## src/rtl/sensor_scan_arbiter.sv

```systemverilog
// Synchronises and debounces N_CH sensor request lines, then grants one actuator at a time
// with a guaranteed minimum on-time, in fixed-priority or round-robin order.
module sensor_scan_arbiter #(
  parameter  int N_CH     = 6,
  parameter  int DEBOUNCE = 4,
  parameter  int MIN_HOLD = 8,
  localparam int IDX_W    = $clog2(N_CH)
) (
  input  logic             clk,
  input  logic             reset,
  input  logic [N_CH-1:0]  sensor,
  input  logic             rr_mode,
  output logic [N_CH-1:0]  pending,
  output logic [N_CH-1:0]  actuator,
  output logic [IDX_W-1:0] display,
  output logic             active
);

  // state | meaning
  // IDLE  | nothing granted, waiting for any pending bit
  // SERVE | one channel granted, hold counting down to the next arbitration
  typedef enum logic {IDLE, SERVE} state_t;

  localparam int CW = (DEBOUNCE > 1) ? $clog2(DEBOUNCE) : 1;
  localparam int HW = (MIN_HOLD > 1) ? $clog2(MIN_HOLD) : 1;
  localparam logic [CW-1:0]    CNT_MAX  = CW'(DEBOUNCE - 1);
  localparam logic [HW-1:0]    HOLD_MAX = HW'(MIN_HOLD - 1);
  localparam logic [IDX_W-1:0] LAST_CH  = IDX_W'(N_CH - 1);
  localparam logic [N_CH-1:0]  ONE      = N_CH'(1);
  localparam logic [IDX_W:0]   N_WIDE   = (IDX_W+1)'(N_CH);

  logic [N_CH-1:0]  sync1, sync2;
  logic [CW-1:0]    cnt [N_CH];
  state_t           state, state_n;
  logic [IDX_W-1:0] grant, grant_n;
  logic [HW-1:0]    hold, hold_n;
  logic [IDX_W-1:0] rr_ptr, rr_ptr_n;

  logic [IDX_W:0]    shift_amt, rr_sum;
  logic [2*N_CH-1:0] rot_full;
  logic [IDX_W-1:0]  fix_win, rr_off, win;

  function automatic logic [IDX_W-1:0] first_set(input logic [N_CH-1:0] v);
    first_set = '0;
    for (int i = N_CH - 1; i >= 0; i--)
      if (v[i]) first_set = IDX_W'(i);
  endfunction

  always_ff @(posedge clk or posedge reset) begin
    if (reset) begin
      sync1   <= '0;
      sync2   <= '0;
      pending <= '0;
      for (int i = 0; i < N_CH; i++) cnt[i] <= '0;
    end else begin
      sync1 <= sensor;
      sync2 <= sync1;
      for (int i = 0; i < N_CH; i++) begin
        if (sync2[i] != pending[i]) begin
          if (cnt[i] == CNT_MAX) begin
            pending[i] <= ~pending[i];
            cnt[i]     <= '0;
          end else begin
            cnt[i] <= cnt[i] + 1'b1;
          end
        end else begin
          cnt[i] <= '0;
        end
      end
    end
  end

  // Round-robin: rotate pending so bit 0 is channel rr_ptr+1, then undo the rotation.
  always_comb begin
    fix_win   = first_set(pending);
    shift_amt = {1'b0, rr_ptr} + (IDX_W+1)'(1);
    rot_full  = {pending, pending} >> shift_amt;
    rr_off    = first_set(rot_full[N_CH-1:0]);
    rr_sum    = shift_amt + {1'b0, rr_off};
    if (rr_sum >= N_WIDE) rr_sum = rr_sum - N_WIDE;
    win = rr_mode ? rr_sum[IDX_W-1:0] : fix_win;
  end

  always_ff @(posedge clk or posedge reset) begin
    if (reset) begin
      state  <= IDLE;
      grant  <= '0;
      hold   <= '0;
      rr_ptr <= LAST_CH;
    end else begin
      state  <= state_n;
      grant  <= grant_n;
      hold   <= hold_n;
      rr_ptr <= rr_ptr_n;
    end
  end

  always_comb begin
    state_n  = state;
    grant_n  = grant;
    hold_n   = hold;
    rr_ptr_n = rr_ptr;
    case (state)
      IDLE: begin
        if (|pending) begin
          state_n  = SERVE;
          grant_n  = win;
          hold_n   = HOLD_MAX;
          rr_ptr_n = win;
        end
      end
      SERVE: begin
        if (hold != '0) begin
          hold_n = hold - 1'b1;
        end else if (!(|pending)) begin
          state_n = IDLE;
          grant_n = '0;
        end else begin
          grant_n  = win;
          hold_n   = HOLD_MAX;
          rr_ptr_n = win;
        end
      end
      default: state_n = IDLE;
    endcase
  end

  assign active   = (state == SERVE);
  assign display  = grant;
  assign actuator = active ? (ONE << grant) : '0;

endmodule

```

## config.mk

```make
export PLATFORM = sky130hd
export DESIGN_NAME = sensor_scan_arbiter
export DESIGN_NICKNAME = d
export VERILOG_FILES = /design/src/rtl/sensor_scan_arbiter.sv
export SDC_FILE = /design/constraint.sdc
export NUM_CORES = 1
export LEC_CHECK = 0
export ABC_CLOCK_PERIOD_IN_PS = 9100
export BUFFER_PORTS_ARGS = -buffer_cell sky130_fd_sc_hd__buf_4
export CAP_MARGIN = 0
export CORE_MARGIN = 4
export CORE_UTILIZATION = 60
export DETAILED_ROUTE_END_ITERATION = 10
export PLACE_DENSITY = 0.88
export SETUP_SLACK_MARGIN = 0.02
export SYNTH_ARGS = -nofsm -noshare
export SYNTH_HDL_FRONTEND = slang
export SYNTH_SLANG_ARGS = --single-unit
```

## constraint.sdc

```tcl
create_clock -name clk -period 9.1 [get_ports clk]
set_input_delay 1.365 -clock clk [delete_from_list [all_inputs] [get_ports clk]]
set_output_delay 1.365 -clock clk [all_outputs]
set_load 0.02 [all_outputs]
```

==> impl_summary.md <==
Critical path
Data on the critical path arrives at its endpoint at about 3.8 ns. The maximum single-stage delay on the critical path is 0.66 ns. Following the worst setup path forward leads to its endpoint at rr_ptr[1]$_DFFE_PP0P_. The category of the worst setup path capture point is a register.

The setup slack on the worst flop-to-flop path is approximately 5.6 ns. The standard cell with the maximum stage delay on the critical path is dfrtp_1. STA puts the critical path data required time at 9.39 ns. The highest fanout seen on the critical path is 13. The launch point of the worst reg-to-reg path is rr_ptr[1]$_DFFE_PP0P_. In this run the critical register-to-register path is captured at rr_ptr[1]$_DFFE_PP0P_. The depth of the most critical reg-to-reg path is 9. Traced cell by cell, the critical path runs through mux2i_1 > mux2_2 > nand3_1 > a22o_1 > ha_1 > fa_1 > or4b_2 > a311o_2 > nand2_1. The category of the critical setup timing path is reg -> reg.

The most critical setup path has its startpoint at rr_ptr[1]$_DFFE_PP0P_. The type of origin of the critical path is a register.

Final layout
Leaving out fill and tap cells, the most frequent cells in the layout are 38 x dfrtp_1, 25 x buf_4, 18 x nand2_1. The utilization of the core after routing is about 70%. The finished layout holds ~270 standard cells, fillers aside. The number of inserted diodes is 0.

In the final layout, the share of cells above drive strength 1 is 23.8%. The area growth from synthesis to layout is 10.5%. The number of nets at the end of the flow is between 200 and 250. The most frequent standard cell in the layout excluding fill and tap cells is dfrtp_1.

Timing
The final number of hold-violating endpoints is 0. Setup violations remaining at the end of the flow were counted as 0. Setup repair after global routing left no endpoint under its margin. The worst path uses 39.0% of the clock period.

The minimum clock period is 3.55 ns. The total negative setup slack is 0 ns. The highest clock rate is around 0.28 GHz. The relative slew slack is between 60% and 70%.

The transition at the pin with the smallest max-transition slack is roughly 0.49 ns. The worst clock skew on the final layout is between 0.015 and 0.02 ns. The final max-slew violation count was 0.

Synthesis
By area, the combinational part of the netlist is dominated by simple AND/OR/NAND/NOR gates. The share of the synthesized netlist area taken by xor and xnor gates is approximately 2.4%. The synthesized netlist occupies a cell area of ~2200 µm². The most used flip-flop cell after synthesis is dfrtp_1. By area the synthesized netlist is led by dfrtp_1 44%, ha_1 6.3%, mux2i_1 6.0%.

Counting every net in the synthesized netlist gives 225. The share of the synthesized area in the top cell type is a little over two fifths. The synthesis-stage register bit count is 40. Synthesis produced a little over 200 cells. Yosys mapped a number of flops with a built-in enable equal to 0. After synthesis, the netlist uses 53 different library cells.

The number of synthesis warnings is 0. After Yosys synthesis, full adders, half adders and majority gates account for approximately 7% of the synthesized area. The average size of a mapped cell is between 10 and 15 µm².

The synthesized design spends more area on one cell type than any other, namely dfrtp_1. Of the synthesized area, sequential elements account for between 40% and 50%. The simple-gate area share of the yosys netlist is about 18%.

The share of flip-flops with an asynchronous set or reset after synthesis is 100%. Of the post-synthesis cell area, the part taken by muxes is 10.1%. The synthesized-area fraction occupied by ao, oa, aoi and oai cells is a little under an eighth.

CTS
The clock passes through at most 2 buffers. The CTS tree is built. The root buffer cell chosen for the clock tree is clkbuf_4. The number of hold buffers added after CTS was 0. Clock-pin slew was measured on the worst setup and hold paths at 0.12 ns. Clock latency on the worst-skew pair, taken at its later pin, is between 0.3 and 0.4 ns. The number of H-tree levels is 2.

The number of buffers inserted by post-CTS setup repair is 0. The total clock sinks is 40. The number of gates resized after CTS is 0. Clock tree synthesis inserted a total of 5 buffers.

GRT
For this run, the total global-route usage over all layers was measured as 18.1%. Global routing finished with a remaining overflow of 0. The via count of the first global-routing pass was about 1400. The initial antenna violation count is 0.

The global-route wire length before repair is around 6200 µm. Entering global routing, the biggest net connects approximately 40 pins.

Pwr
Summed over all nets, the switching power comes to slightly above 400 µW. The share of total power consumed by net switching is between 40% and 50%. For this design the static power due to leakage is roughly 1.1 nW.

The internal power of the cells totals 533 µW. Across the VDD grid, the largest voltage drop is about 0.17 mV. The part of the total power dissipated in sequential elements is between 30% and 40%. The clock network burns around 9.8% of the power.

The proportion of power drawn by combinational gates is 56.0%. In this run the power density over the cells is between 300 and 400 nW/µm².

Routing
The average routed wire per standard cell is 13.0 µm. The via density per instance is around 5.6. The detailed-route DRC error count is 0. In this run the remaining antenna-violating nets after routing total 0. The count of TritonRoute iterations in the first routing pass is 4. For this block, the routed nets add up to ~3600 µm of wire. The first routing iteration left 60 violations. The routed via count is roughly 1500.

Die
The top-level port count is 25. The height of the die is a little under 70 µm. The chip width is just under 70 µm. The initial cell density of the core is between 60% and 70%.

The placeable core region is 3420 µm². The number of placement rows is 21. The area enclosed by the die boundary is around 4700 µm².

Run
Max-cap violations in this run came to 0.

Placed design
The final RePlAce weighted congestion is between 0.8 and 0.9. The count of input and output buffers is 24. Detailed placement finished with a half-perimeter wire length of between 2000 and 3000 µm. The count of placed standard cells including taps is ~270.

Worst hold path
The path class of the tightest hold or removal check is reg -> reg.

Status
The flow ran to the end, and the final reports show no timing, DRC or antenna violations.
## per-stage QoR
stage          setup WS [ns]  area (µm²)  power (mW)  hold slack [ns]
6_report                5.55        2420       0.939            0.343
5_1_grt                 5.31        2420        1.03            0.364
4_1_cts                 5.55        2420       0.946            0.350
3_5_place_dp            5.57        2350       0.851            0.336
3_3_place_gp            5.65        2350       0.833            0.331
2_1_floorplan           5.74        2190       0.746            0.331
## power by group through the flow
stage / Clock [mW] / Combinational [mW] / Sequential, mW
floorplan: 0 / 0.453 / 0.293
global route: 0.103 / 0.599 / 0.333
detailed placement: 0 / 0.526 / 0.325
global placement: 0 / 0.511 / 0.322
CTS: 0.0952 / 0.529 / 0.321
finish: 0.0916 / 0.526 / 0.321
## cells by family after synthesis
family | after synthesis
simple gates | 72
flops | 40
compound gates | 36
mux | 20
buf+inv | 18
fa+ha+maj | 12
xor+xnor | 6
## synth_stat cells (all sizes together), types with 2 or more instances
cell type   n
dfrtp      38
nand2      19
nor3       14
mux2i      13
nor2       12
ha         11
nor2b      10
buf         8
inv         8
o21ai       8
a21oi       6
mux2        6
nand2b      6
xnor2       6
a21o        3
o31ai       3
a21boi      2
a31oi       2
clkbuf      2
dfstp       2
nand3       2
nor3b       2
o21a        2
or3         2
## state kept, by name, indices dropped and copies added (netlist names)
register  count
active        1
pending       6
hold          3
cnt          12
sync1         6
display       3
sync2         6
rr_ptr        3
## worst max-delay path, delay by kind of cell, from the launching register on
family          cells  cell delay (ns)
compound gates      2             0.64
fa+ha+maj           2             0.75
flops               1             0.66
mux                 2             0.68
simple gates        3             0.77
## worst min path at each step
stage	startpoint	end	slack, ns	depth (start not counted)
final	sync1[4]$_DFF_PP0_	sync2[4]$_DFF_PP0_	0.34	0
after floorplan	sync1[0]$_DFF_PP0_	sync2[0]$_DFF_PP0_	0.33	0
after global routing	sync1[4]$_DFF_PP0_	sync2[4]$_DFF_PP0_	0.36	0
after global placement	sync1[3]$_DFF_PP0_	sync2[3]$_DFF_PP0_	0.33	0
after detailed placement	sync1[4]$_DFF_PP0_	sync2[4]$_DFF_PP0_	0.34	0
after CTS	sync1[4]$_DFF_PP0_	sync2[4]$_DFF_PP0_	0.35	0
## area by class of cell
| type | instances | area (µm²) |
|---|---|---|
| Multi-Input combinational cell | 146 | 1080 |
| Sequential cell | 40 | 1000 |
| Fill cell | 255 | 1000 |
| Timing Repair Buffer | 25 | 188 |
| Tap cell | 46 | 57.6 |
| Clock buffer | 6 | 51.3 |
| Inverter | 8 | 30.0 |
| Clock inverter | 2 | 10.0 |
## routing by layer
layer / global-route usage, % / wire [µm] / part of all wire (%) / vias to the layer above
met4: 6.45 / 46 / 1.3 / 0
met2: 29.0 / 1740 / 49 / 21
li1: - / - / - / 763
met1: 23.5 / 1660 / 47 / 729
met5: 0 / 0 / 0 / -
met3: 5.09 / 112 / 3.1 / 8
Note: power is estimated with default switching activity, not from simulation.
